$ cat src/rtl/seg7_mod_counter.sv
// Modulo up/down counter with prescaler, terminal-count pulse and a
// time-multiplexed hexadecimal 7-segment display driver.
module seg7_mod_counter #(
    parameter int unsigned WIDTH    = 8,
    parameter int unsigned PRESCALE = 1,
    parameter int unsigned SCAN_DIV = 4,
    localparam int unsigned DIGITS  = WIDTH / 4
) (
    input  logic              clk,
    input  logic              rst_n,
    input  logic              en,
    input  logic              up,
    input  logic              load,
    input  logic [WIDTH-1:0]  load_val,
    input  logic [WIDTH-1:0]  limit,
    output logic [WIDTH-1:0]  count,
    output logic              tc,
    output logic [6:0]        seg,
    output logic [DIGITS-1:0] dig_sel
);

    localparam int unsigned PRE_W  = (PRESCALE > 1) ? $clog2(PRESCALE) : 1;
    localparam int unsigned SDIV_W = (SCAN_DIV > 1) ? $clog2(SCAN_DIV) : 1;
    localparam int unsigned DIG_W  = (DIGITS > 1) ? $clog2(DIGITS) : 1;

    localparam logic [PRE_W-1:0]  PRE_LAST  = PRE_W'(PRESCALE - 1);
    localparam logic [SDIV_W-1:0] SDIV_LAST = SDIV_W'(SCAN_DIV - 1);
    localparam logic [DIG_W-1:0]  DIG_LAST  = DIG_W'(DIGITS - 1);

    logic [PRE_W-1:0]  pre_q, pre_d;
    logic [WIDTH-1:0]  count_q, count_d;
    logic              tc_q, tc_d;
    logic [SDIV_W-1:0] sdiv_q, sdiv_d;
    logic [DIG_W-1:0]  digit_q, digit_d;
    logic [6:0]        seg_q, seg_d;
    logic [DIGITS-1:0] dig_sel_q, dig_sel_d;
    logic              tick;
    logic [3:0]        nibble;

    function automatic logic [6:0] hex7(input logic [3:0] v);
        case (v)
            4'h0:    hex7 = 7'h3F;
            4'h1:    hex7 = 7'h06;
            4'h2:    hex7 = 7'h5B;
            4'h3:    hex7 = 7'h4F;
            4'h4:    hex7 = 7'h66;
            4'h5:    hex7 = 7'h6D;
            4'h6:    hex7 = 7'h7D;
            4'h7:    hex7 = 7'h07;
            4'h8:    hex7 = 7'h7F;
            4'h9:    hex7 = 7'h6F;
            4'hA:    hex7 = 7'h77;
            4'hB:    hex7 = 7'h7C;
            4'hC:    hex7 = 7'h39;
            4'hD:    hex7 = 7'h5E;
            4'hE:    hex7 = 7'h79;
            default: hex7 = 7'h71;
        endcase
    endfunction

    assign tick = en && (pre_q == PRE_LAST);

    // Load outranks a tick and restarts the prescaler; counts above limit
    // resolve to 0 (up) or limit (down) on the next tick.
    always_comb begin
        pre_d   = pre_q;
        count_d = count_q;
        tc_d    = 1'b0;
        if (load) begin
            pre_d   = '0;
            count_d = (load_val > limit) ? limit : load_val;
        end else begin
            if (en) begin
                pre_d = tick ? '0 : pre_q + PRE_W'(1);
            end
            if (tick) begin
                if (up) begin
                    if (count_q >= limit) begin
                        count_d = '0;
                        tc_d    = 1'b1;
                    end else begin
                        count_d = count_q + WIDTH'(1);
                    end
                end else begin
                    if (count_q == '0) begin
                        count_d = limit;
                        tc_d    = 1'b1;
                    end else if (count_q > limit) begin
                        count_d = limit;
                    end else begin
                        count_d = count_q - WIDTH'(1);
                    end
                end
            end
        end
    end

    always_comb begin
        nibble = count_q[3:0];
        for (int i = 0; i < int'(DIGITS); i++) begin
            if (digit_q == DIG_W'(i)) begin
                nibble = count_q[4*i +: 4];
            end
        end
    end

    // seg and dig_sel are both built from the same digit index, so they
    // always switch together one cycle after the index moves.
    always_comb begin
        sdiv_d    = (sdiv_q == SDIV_LAST) ? '0 : sdiv_q + SDIV_W'(1);
        digit_d   = digit_q;
        if (sdiv_q == SDIV_LAST) begin
            digit_d = (digit_q == DIG_LAST) ? '0 : digit_q + DIG_W'(1);
        end
        dig_sel_d = DIGITS'(1) << digit_q;
        seg_d     = hex7(nibble);
    end

    always_ff @(posedge clk or negedge rst_n) begin
        if (!rst_n) begin
            pre_q     <= '0;
            count_q   <= '0;
            tc_q      <= 1'b0;
            sdiv_q    <= '0;
            digit_q   <= '0;
            seg_q     <= 7'h3F;
            dig_sel_q <= DIGITS'(1);
        end else begin
            pre_q     <= pre_d;
            count_q   <= count_d;
            tc_q      <= tc_d;
            sdiv_q    <= sdiv_d;
            digit_q   <= digit_d;
            seg_q     <= seg_d;
            dig_sel_q <= dig_sel_d;
        end
    end

    assign count   = count_q;
    assign tc      = tc_q;
    assign seg     = seg_q;
    assign dig_sel = dig_sel_q;

endmodule

$ cat config.mk
export PLATFORM = sky130hd
export DESIGN_NAME = seg7_mod_counter
export DESIGN_NICKNAME = d
export VERILOG_FILES = /design/src/rtl/seg7_mod_counter.sv
export SDC_FILE = /design/constraint.sdc
export NUM_CORES = 1
export LEC_CHECK = 0
export ABC_AREA = 1
export CORE_ASPECT_RATIO = 0.9
export CORE_MARGIN = 1
export CORE_UTILIZATION = 29
export DETAILED_ROUTE_END_ITERATION = 8
export DONT_BUFFER_PORTS = 1
export PLACE_DENSITY = 0.39
export RECOVER_POWER = 25
export SYNTH_ARGS = -nofsm -noshare
export SYNTH_HDL_FRONTEND = slang
export SYNTH_SLANG_ARGS = --single-unit
$ cat constraint.sdc
create_clock -name clk -period 4.8 [get_ports clk]
set_clock_uncertainty 0.05 [all_clocks]
set_input_delay 0.48 -clock clk [delete_from_list [all_inputs] [get_ports clk]]
set_output_delay 0.48 -clock clk [all_outputs]
set_load 0.02 [all_outputs]
==> out/metrics.yaml <==
worst_setup_path:
  crit_chain: "inv_1 -> ha_1 -> nand2_1 -> nor2_1 -> nand2_1 -> nand4_1 -> inv_1 -> nand3_1 -> nand2_1 -> nand2_1 -> a21oi_2"
  r2r-end: "count[3]"
  critPathKind: "register to register"
  crit_arrival_ns: 2.48
  end_kind: "register"
  cp_max_fo: 7
  required_ns: 4.96
  slowest_delay_ns: 0.61
  r2r_setup_slack_ns: 2.48
  start_kind: "register"
  cpMostUsedCell: "nand2_1"
  reg2reg_from: "count[0]"
  reg2reg_depth: 11
  cp_slowest_cell: "dfrtp_1"
clocking:
  cts_resized: 0
  cts_max_path_buffers: 2
  numCtsBuffers: 3
  cts_setup_buffers: 0
  clk_pin_slew_worst_paths_ns: 0.09
  holdBufCountCts: 2
  clockRootBuffer: "clkbuf_8"
  clk_latency_ns: 0.27
  htreeDepth: 1
  cts_tree: "yes"
  cts_sinks: 22
drt:
  drt-wirelength-per-cell_um: 14.2
  num_vias: 1905
  drc_errors: 0
  antenna_left: 0
  drtIter0Drc: 109
  vias_per_cell: 4.74
  drtPass1Iterations: 4
  wirelength_um: 5700
cells_and_area:
  n_antenna_cell: 0
  area_delta_synth_final_pct: 6.15
  final_common_cell: "nand2_1"
  nets: 358
  layout_common_cells: "nand2_1, nor2_1, inv_1"
  drive_above_1_share_pct: 12.6
sta:
  fmax_mhz: 431
  hold_viol_final: 0
  slew_violations: 0
  timing.final.ws_setup_ns: 2.48
  period_share_pct: 48.3
  slew_headroom_pct: 10.2
  holdWs_ns: 0.209
  finalSetupViolCount: 0
  period_needed_ns: 2.32
  rsz0062_at_grt: "false"
  tightest_slew_ns: 1.35
  setup_tns_ns: 0
yosys:
  synthCells: 308
  yosys_warnings: 0
  seq_area_frac_synth_pct: 25.9
  synth_seq_cells: 22
  synth_edf_count: 0
  yosys_most_used_dff: "dfrtp_1"
  netlist_area_um2: 2160
  avgSynthCellArea_um2: 7.00
  ys_types: 37
  synthArstFlopShare_pct: 100
  synth_fp_nets: 356
power:
  peakVddDrop_mv: 0.147
  total_leakage_power_nw: 1.15
  power_density_nw_per_um2: 347
min_path:
  worst_hold_path.num_cells: 1
  hold_end: "pre_q"
  hold_class: "input pin to register"
  min_from: "en"
die:
  die_w_um: 92.9
  core_region_area_um2: 7110
  pin_count: 39
  initial_core_util_pct: 30.3
  die_h_um: 83.8
  die-area_um2: 7780
  rows: 29
grt:
  antenna_found_initial: 0
  grt_pass1_wl_um: 9860
  track_usage_pct: 16.0
  grt_max_degree: 23
  grt_pass1_vias: 1902
  grt_overflow: 0
place:
  portBuffers: 0
  gp_congestion: 0.795
  dp_slack_ns: 2.50
  hpwl_um: 4450
outcome:
  status: "finished, final reports clean"
flow_run:
  max_cap_viol_count: 0
## power breakdown
part	switching (W)	internal, W
sequential	0.0000989	0.000235
combinational	0.000213	0.000116
clock	0.0000700	0.0000595
## layout make-up
| cell class | count | area, µm² |
|---|---|---|
| Sequential cell | 22 | 559 |
| Fill cell | 802 | 4820 |
| Tap cell | 93 | 116 |
| Timing Repair Buffer | 2 | 13.8 |
| Clock buffer | 4 | 45.0 |
| Multi-Input combinational cell | 238 | 1390 |
| Inverter | 43 | 161 |
## cells in the mapped netlist, drive strengths merged, types with 2 or more instances
cell type / instances / area [µm²]
nor3: 3 / 31.3
a31oi: 2 / 12.5
xor2: 5 / 43.8
dfstp: 7 / 184
dfrtp: 15 / 375
a21oi: 23 / 130
o21ai: 21 / 113
inv: 42 / 158
nor2: 45 / 179
buf: 4 / 38.8
nand2: 75 / 302
nand4: 3 / 25.0
ha: 27 / 338
nand3: 26 / 153
## layer usage
metal | GRT usage, % | share of wire [%] | vias up | wire length (µm)
met4 | 2.94 | 0.81 | 0 | 46
met2 | 23.5 | 42 | 35 | 2390
li1 | - | - | 999 | -
met3 | 3.19 | 4.2 | 4 | 238
met5 | 0 | 0 | - | 0
met1 | 24.1 | 53 | 867 | 3020
## critical path: cells and delay by family (launching register included)
kind	cells	cell delay [ns]
simple gates	7	0.65
flops	1	0.61
buf+inv	2	0.50
fa+ha+maj	1	0.32
compound gates	1	0.12
## cell families after synthesis
kind of cell    after synthesis  synth area share, %
buf+inv                      48                 9.46
xor+xnor                      6                 2.44
compound gates               51                 13.6
fa+ha+maj                    27                 15.7
simple gates                154                 32.8
flops                        22                 25.9
## stage by stage
step / total power, W / utilization, % / cell area [µm²] / instances
2_1_floorplan: 0.000586 / - / 2160 / 308
3_3_place_gp: 0.000671 / 31.4 / 2230 / 396
3_5_place_dp: 0.000664 / 31.4 / 2230 / 396
4_1_cts: 0.000804 / 32.4 / 2300 / 402
5_1_grt: 0.000874 / 32.2 / 2290 / 402
6_report: 0.000793 / 32.2 / 2290 / 402
## how the worst max path moves through the flow
stage | startpoint | endpoint | slack [ns] | depth (start not counted)
after global routing | count[5] | count[1] | 2.21 | 10
after detailed placement | count[0] | count[3] | 2.50 | 11
after CTS | count[0] | count[3] | 2.46 | 11
after floorplan | count[5] | count[7] | 2.87 | 11
after global placement | count[0] | count[0] | 2.42 | 12
final | count[0] | count[3] | 2.48 | 11
## state kept, by name, summed over array words and instances, names as in the netlist
name	cells
digit_q	1
pre_q	1
sdiv_q	2
count	8
seg	7
dig_sel	2
tc	1
No activity file was read; power rests on OpenSTA's default activity.
